===== config.mk =====
export PLATFORM = sky130hd
export DESIGN_NAME = score_counter
export DESIGN_NICKNAME = d
export VERILOG_FILES = /design/src/rtl/score_counter.sv
export SDC_FILE = /design/constraint.sdc
export NUM_CORES = 1
export LEC_CHECK = 0
export ABC_AREA = 1
export CAP_MARGIN = 20
export CORE_ASPECT_RATIO = 0.8
export CORE_MARGIN = 2
export CORE_UTILIZATION = 30
export DETAILED_ROUTE_END_ITERATION = 10
export GPL_TIMING_DRIVEN = 1
export PLACE_DENSITY = 0.52
export SYNTH_ARGS = -nofsm -noshare
export SYNTH_HDL_FRONTEND = slang
export SYNTH_SLANG_ARGS = --single-unit
export TNS_END_PERCENT = 10

===== constraint.sdc =====
create_clock -name i_Clk -period 7.81 [get_ports i_Clk]
set_clock_uncertainty 0.15 [all_clocks]
set_input_delay 1.9525 -clock i_Clk [delete_from_list [all_inputs] [get_ports i_Clk]]
set_output_delay 1.9525 -clock i_Clk [all_outputs]
set_load 0.1 [all_outputs]

===== src/rtl/score_counter.sv =====
// score_counter
//   Game score keeper. Hit and bonus pulses deposit credits into a small
//   pending register, which drains into the score at one point per cycle.
//   The score is kept both in binary and as a cascaded 3-digit BCD counter,
//   so the display stage never needs a divider. The score saturates at 999.
//   A high-score register tracks the best score since reset.
//
// Ports
//   i_Clk      in   sole clock, rising edge
//   i_Rst      in   synchronous active-high reset
//   i_Hit      in   pulse, +1 credit
//   i_Bonus    in   pulse, +P_BONUS credits
//   i_Clear    in   pulse, new game (score and pending to 0, high score kept)
//   i_Pause    in   level, freezes draining of pending credits
//   o_Score    out  [9:0] binary score 0..999
//   o_Score0   out  [3:0] BCD ones
//   o_Score1   out  [3:0] BCD tens
//   o_Score2   out  [3:0] BCD hundreds
//   o_HiScore  out  [9:0] highest score since reset
//   o_Busy     out  pending credits nonzero
//   o_Max      out  score equals 999
//
// Derived state (no state register; decoded from pend_q, score_q, i_Pause)
//   state    | meaning
//   ST_IDLE  | no pending credits
//   ST_COUNT | credits pending, draining one per cycle
//   ST_HOLD  | credits pending, paused; new credits still accumulate
//   ST_FULL  | score is 999; credits discarded until clear/reset
module score_counter #(
  parameter int P_BONUS    = 5,
  parameter int P_PEND_MAX = 15
) (
  input  logic       i_Clk,
  input  logic       i_Rst,
  input  logic       i_Hit,
  input  logic       i_Bonus,
  input  logic       i_Clear,
  input  logic       i_Pause,
  output logic [9:0] o_Score,
  output logic [3:0] o_Score0,
  output logic [3:0] o_Score1,
  output logic [3:0] o_Score2,
  output logic [9:0] o_HiScore,
  output logic       o_Busy,
  output logic       o_Max
);

  localparam logic [9:0] SCORE_MAX = 10'd999;
  localparam logic [4:0] BONUS5    = 5'(P_BONUS);
  localparam logic [4:0] PMAX5     = 5'(P_PEND_MAX);

  typedef enum logic [1:0] {
    ST_IDLE,
    ST_COUNT,
    ST_HOLD,
    ST_FULL
  } state_e;

  state_e     state;

  logic [9:0] score_q, score_d;
  logic [3:0] ones_q, ones_d;
  logic [3:0] tens_q, tens_d;
  logic [3:0] hund_q, hund_d;
  logic [3:0] pend_q, pend_d;
  logic [9:0] hi_q, hi_d;

  logic       dec;
  logic [4:0] add;
  logic [4:0] sum;

  // FULL dominates so a saturated score never drains or accepts credits.
  always_comb begin
    if (score_q == SCORE_MAX)   state = ST_FULL;
    else if (pend_q == 4'd0)    state = ST_IDLE;
    else if (i_Pause)           state = ST_HOLD;
    else                        state = ST_COUNT;
  end

  always_comb begin
    score_d = score_q;
    ones_d  = ones_q;
    tens_d  = tens_q;
    hund_d  = hund_q;
    pend_d  = pend_q;
    hi_d    = hi_q;
    dec     = (state == ST_COUNT);
    add     = (i_Hit ? 5'd1 : 5'd0) + (i_Bonus ? BONUS5 : 5'd0);
    // Worst case 15 + 1 + 9 = 25 fits in 5 bits before clamping.
    sum     = {1'b0, pend_q} - {4'd0, dec} + add;

    if (i_Clear) begin
      score_d = 10'd0;
      ones_d  = 4'd0;
      tens_d  = 4'd0;
      hund_d  = 4'd0;
      pend_d  = 4'd0;
    end else if (state == ST_FULL) begin
      pend_d = 4'd0;
    end else begin
      pend_d = (sum > PMAX5) ? PMAX5[3:0] : sum[3:0];
      if (dec) begin
        score_d = score_q + 10'd1;
        if (ones_q == 4'd9) begin
          ones_d = 4'd0;
          if (tens_q == 4'd9) begin
            tens_d = 4'd0;
            hund_d = hund_q + 4'd1;
          end else begin
            tens_d = tens_q + 4'd1;
          end
        end else begin
          ones_d = ones_q + 4'd1;
        end
      end
      // Reaching 999 drops any leftover and same-cycle credits.
      if (score_d == SCORE_MAX) pend_d = 4'd0;
    end

    if (score_d > hi_q) hi_d = score_d;
  end

  always_ff @(posedge i_Clk) begin
    if (i_Rst) begin
      score_q <= 10'd0;
      ones_q  <= 4'd0;
      tens_q  <= 4'd0;
      hund_q  <= 4'd0;
      pend_q  <= 4'd0;
      hi_q    <= 10'd0;
    end else begin
      score_q <= score_d;
      ones_q  <= ones_d;
      tens_q  <= tens_d;
      hund_q  <= hund_d;
      pend_q  <= pend_d;
      hi_q    <= hi_d;
    end
  end

  assign o_Score   = score_q;
  assign o_Score0  = ones_q;
  assign o_Score1  = tens_q;
  assign o_Score2  = hund_q;
  assign o_HiScore = hi_q;
  assign o_Busy    = (pend_q != 4'd0);
  assign o_Max     = (score_q == SCORE_MAX);

endmodule


==> impl_metrics.ini, run 1 <==
[power_and_ir_drop]
intPower_w = 0.000391
power.net_switching_w = 0.000389
p_leak_nw = 1.19
irDropWorstVdd_v = 0.000150
power_w = 0.000780
power.density_mw_per_mm2 = 282
seqPwrFrac = 0.284
p_comb_frac = 0.532
switching_share = 0.499
clkPwrFrac = 0.184

[floorplan]
initial_core_util = 0.314
fp.coreArea_sq_mm = 0.00696
fp.dieH_microns = 80.3
num_io_pins = 40
dieArea_sq_mm = 0.00798
num_rows = 27
die_x_microns = 99.4

[finish]
layout-drive-gt1-share = 0.0780
nets = 383
final_area_sq_mm = 0.00276
area_growth_pct = 26.5
antennaDiodeCount = 0

[status]
outcome = complete, no violations

[routing]
finalWirelength_microns = 5370
drtIter0Drc = 72
wl_per_cell_microns = 12.0
vias = 2012
vias_per_cell = 4.51
drc = 0
dr.pass1.iters = 4
detail-route-antenna-nets = 0

[critical_path]
worstSetupEndpointType = output pin
critical_path.max_stage_delay_ns = 1.25
cp_slowest_cell = clkdlybuf4s50_1
critPathKind = reg2out
crit_arrival_ns = 2.93
crit_chain = ha_1 > nand2_1 > nor4_1 > clkdlybuf4s50_1
cp_max_fo = 6
start_kind = flip-flop
crit_required_ns = 5.71

[sta]
period_share = 0.644
tightest_slew_ns = 0.985
relSlewSlack = 0.341
finalHoldViolations = 0
whs_ns = 0.360
period_needed_ns = 5.03
max_freq_mhz = 199
slew_viol_final = 0
rsz0062_at_grt = false
fin_tns_setup_ns = 0
finalSetupViolCount = 0

[clocking]
clk_pin_slew_ns = 0.08
post_cts_buffers = 0
clock_latency_ns = 0.29
cts-root-buf = clkbuf_8
cts_buffers = 5
cts_tree = done
cts.sinks = 36
htree_num_levels = 2
clock_path_buffers = 2
cts_resized = 0
cts_hold_buf = 0

[grt]
grt_util_all_layers = 0.144
grt_start_max_net_pins = 12
grt_pass1_wl_microns = 9180
antenna_found_initial = 0
grt_overflow = 0
first_global_vias = 1880

[synthesis]
syn-mean-instance-area_sq_um = 6.96
synth_area_leaders = dfxtp_1 (33%), nand2_1 (11%), ha_1 (9.7%)
synth_area_sq_mm = 0.00218
synth_top_area_share = 0.330
seq_area_frac_synth = 0.330
synthFlopType = dfxtp_1
synth_most_common_cell = nand2_1
ys_seq_elements = 36
yosys_warnings = 0
syn-num-nets = 339
postSynth.asyncResetShare = 0
synth_edf_count = 0
syn_inst = 314
yosysTopAreaCell = dfxtp_1
synthTopCellsByCount = nand2_1 (65), inv_1 (54), nor2_1 (48)
synth_cell_type_count = 34

[placed_design]
hpwl_microns = 4280
placed_area_sq_mm = 0.00267
gp_congestion = 0.840
io_buffer_count = 39

[hold_path]
min-delay-path-class = reg2reg

[job]
maxCapViolCount = 0
## metal layers
metal  up-vias  global-route usage  part of all wire
met4         0              0.0288            0.0067
met1       904               0.206              0.53
li1       1076                   -                 -
met2        27               0.221              0.43
met3         5              0.0348             0.034
met5         -                   0                 0
## state kept, by name (all words and copies together), names as in the netlist
signal	cells
o_Score1	4
o_Score2	4
o_Score	10
pend_q	4
o_HiScore	10
o_Score0	4
## metrics by stage
stage / std cells / util / setup WS [ns]
detailed placement: 438 / 0.383 / 2.87
global route: 446 / 0.397 / 2.59
floorplan: 314 / - / 1.24
finish: 446 / 0.397 / 2.78
CTS: 446 / 0.397 / 2.73
global placement: 438 / 0.383 / 2.95
## critical path, delay by kind of cell, from the launching register on
kind | cells | cell delay, ns
DFF | 1 | 0.45
and+or+nand+nor | 2 | 0.71
buffers and inverters | 1 | 1.25
adders and majority gates | 1 | 0.23
## path summary, 6_finish.rpt
| check | start | slack (ns) | end | cells after the start |
|---|---|---|---|---|
| hold reg to reg | o_Score2[1] | 0.36 | o_Score2[1] | 2 |
| setup / recovery | o_Score[0] | 2.78 | o_Max | 4 |
| hold / removal | o_Score2[1] | 0.36 | o_Score2[1] | 2 |
| setup reg to reg | o_Score[0] | 4.52 | o_HiScore[8] | 16 |
## area by class of cell
cell class                 count  area (sq um)
fill                         735          4200
multi-input combinational    218          1230
sequential                    36           721
timing repair buffer          39           390
inverter                      58           218
tap                           87           109
clock buffer                   7          86.3
clock inverter                 1          7.51
## cells by family after synthesis
logic type,share of synthesized area
adder cells (fa/ha/maj),0.116
flip-flops,0.330
XOR/XNOR,0.0235
AND/OR/NAND/NOR,0.321
AO/OA/AOI/OAI,0.103
buffers and inverters,0.107
## cells in the final DEF (no fill, tap or decap), drive strengths merged
master,synthesis,layout
clkdlybuf4s50,0,39
ha,17,17
clkbuf,1,7
clkinvlp,0,1
dfxtp,36,36
or2,1,1
o21ai,11,11
nor4,2,2
o31ai,1,1
nor2,52,52
o22ai,2,2
nand3,20,20
a22oi,3,3
o21a,2,2
a21oi,16,16
nor3,7,7
nand2,71,71
o21bai,1,1
o211ai,1,1
nand4,3,3
xor2,5,5
fa,2,2
and3,1,1
inv,57,57
clkinv,1,1
## power by group through the flow
stage                     Sequential, W  Clock, W  Combinational (W)
after detailed placement       0.000226         0           0.000416
after floorplan                0.000331         0           0.000223
after global routing           0.000224  0.000158           0.000458
final                          0.000221  0.000143           0.000415
after CTS                      0.000222  0.000147           0.000417
after global placement         0.000226         0           0.000414
Note: power is estimated with default switching activity, not from simulation.
==> inputs of run 2 (changes only) <==
--- a/config.mk
+++ b/config.mk
@@ -12,7 +12,7 @@
 export CORE_UTILIZATION = 30
 export DETAILED_ROUTE_END_ITERATION = 10
 export GPL_TIMING_DRIVEN = 1
-export PLACE_DENSITY = 0.52
+export PLACE_DENSITY = 0.53
 export SYNTH_ARGS = -nofsm -noshare
 export SYNTH_HDL_FRONTEND = slang
 export SYNTH_SLANG_ARGS = --single-unit
==> constraint.sdc (replaced) <==
create_clock -name i_Clk -period 4.1 [get_ports i_Clk]
set_clock_uncertainty 0.15 [all_clocks]
set_input_delay 1.025 -clock i_Clk [delete_from_list [all_inputs] [get_ports i_Clk]]
set_output_delay 1.025 -clock i_Clk [all_outputs]
set_load 0.1 [all_outputs]
==> run 2 against run 1 <==
Compared with the run above: global-route usage decreased by 0.78 points; die area stayed put; setup slack got worse by 2.4 ns; combinational power rose by 88%; utilization is 0.14 points higher; non-clock buffer count unchanged; wire length down 3.3%; count of clock-buffer cells in the layout unchanged; cell count unchanged; register-to-register slack worse by 3.7 ns; clock power rose by 84%; critical path type is now in2reg; largest power group unchanged; highest routed layer unchanged.
==> impl_metrics.ini, run 2 (same netlist as run 1, synthesis figures left out) <==
[status]
outcome = complete, no violations

[routing]
dr.pass1.iters = 4
vias = 2037
drtIter0Drc = 83
vias_per_cell = 4.57
drc = 0
wl_per_cell_microns = 11.6
finalWirelength_microns = 5190
detail-route-antenna-nets = 0

[placed_design]
post-place-ws_ns = 0.0935
gp_congestion = 0.803
io_buffer_count = 39
hpwl_microns = 4200
place_inst = 438

[grt]
grt_overflow = 0
first_global_vias = 1887
grt_pass1_wl_microns = 8750
antenna_found_initial = 0
grt_util_all_layers = 0.136
grt_start_max_net_pins = 12

[clocking]
cts-root-buf = clkbuf_8
htree_num_levels = 2
cts_resized = 0
cts_buffers = 5
post_cts_buffers = 0
clock_path_buffers = 2
clk_pin_slew_ns = 0.08
cts_hold_buf = 0
cts_tree = done
clock_latency_ns = 0.28
cts.sinks = 36

[floorplan]
die_x_microns = 99.4
dieArea_sq_mm = 0.00798
initial_core_util = 0.314
num_io_pins = 40
fp.coreArea_sq_mm = 0.00696
fp.dieH_microns = 80.3
num_rows = 27

[sta]
relSlewSlack = 0.338
period_needed_ns = 3.68
tightest_slew_ns = 0.990
period_share = 0.898
finalHoldViolations = 0
setup_ws_ns = 0.418
fin_tns_setup_ns = 0
max_freq_mhz = 272
finalSetupViolCount = 0
rsz0062_at_grt = false
slew_viol_final = 0

[critical_path]
cp_top_family = simple AND/OR/NAND/NOR gates
cp.buffers_inverters = 2
crit_path_frequent_cell = nand2_1
cp_slowest_cell = clkdlybuf4s50_1
crit_arrival_ns = 3.70
worstSetupEndpointType = flip-flop
crit_required_ns = 4.12
cp_max_fo = 11
start_kind = input pin
critical_path.max_stage_delay_ns = 0.46
crit_chain = clkdlybuf4s50_1 > a21oi_4 > nand2_4 > inv_2 > nand2_1 > o21ai_1 > nor2_1 > ha_1 > nand2_1 > nor2_1 > nand4_1 > o211ai_1 > nand2_2 > nand2_1 > o21ai_0
critPathKind = in2reg

[finish]
layout_common_cells = nand2_1 (65), inv_1 (54), nor2_1 (48), clkdlybuf4s50_1 (37), dfxtp_1 (36)
nets = 383
stdcell_count = 446
final_common_cell = nand2_1
antennaDiodeCount = 0
area_growth_pct = 26.9
layout-drive-gt1-share = 0.0864
final_core_util = 0.398

[power_and_ir_drop]
power_w = 0.00146
intPower_w = 0.000742
power.density_mw_per_mm2 = 528
clkPwrFrac = 0.180
seqPwrFrac = 0.288
p_leak_nw = 1.19
p_comb_frac = 0.533
switching_share = 0.493
power.net_switching_w = 0.000723
irDropWorstVdd_v = 0.000351

[job]
maxCapViolCount = 0

[hold_path]
min-delay-path-class = reg2reg
==> run 2: cell types whose count changed in the layout (fill, tap and decap cells not counted), sizes merged <==
| cell | change |
|---|---|
| clkdlybuf4s50 | -2 |
| buf | +2 |
==> run 2: area by class of cell <==
type	instances	area, sq um
clock buffer	7	86.3
clock inverter	1	7.51
fill	739	4190
inverter	58	218
multi-input combinational	218	1250
sequential	36	721
tap	87	109
timing repair buffer	39	385
==> run 2: power groups by stage <==
stage	Clock, W	Sequential, W	Combinational [W]
floorplan	0	0.000631	0.000425
global placement	0	0.000430	0.000783
detailed placement	0	0.000430	0.000784
CTS	0.000271	0.000422	0.000788
global route	0.000288	0.000427	0.000858
finish	0.000263	0.000421	0.000780
==> run 2: path summary, 6_finish.rpt <==
check	start	end	slack, ns	cells past startpoint
worst min register to register	o_HiScore[1]	o_HiScore[1]	0.34	2
worst min-delay path	o_HiScore[1]	o_HiScore[1]	0.34	2
worst max-delay path	i_Pause	o_HiScore[6]	0.42	15
worst max register to register	o_Score[0]	o_HiScore[6]	0.79	16
==> run 2: metal layers <==
metal,up-vias,wire length (microns),GRT usage
li1,1076,-,-
met1,919,2710,0.191
met2,40,2280,0.218
met3,2,178,0.0287
met4,0,24,0.0247
met5,-,0,0
==> run 2: through the flow <==
| step | hold slack, ns | cell area, sq um |
|---|---|---|
| finish | 0.338 | 2770 |
| detailed placement | 0.326 | 2680 |
| global placement | 0.339 | 2680 |
| floorplan | 0.482 | 2200 |
| global route | 0.390 | 2770 |
| CTS | 0.343 | 2770 |
==> run 2: worst register-to-register path, delay by kind of cell, from the launching register on <==
kind	cells	cell delay (ns)
adder cells (fa/ha/maj)	2	0.51
AND/OR/NAND/NOR	10	1.37
AO/OA/AOI/OAI	3	0.59
buffers and inverters	1	0.11
flip-flops	1	0.47
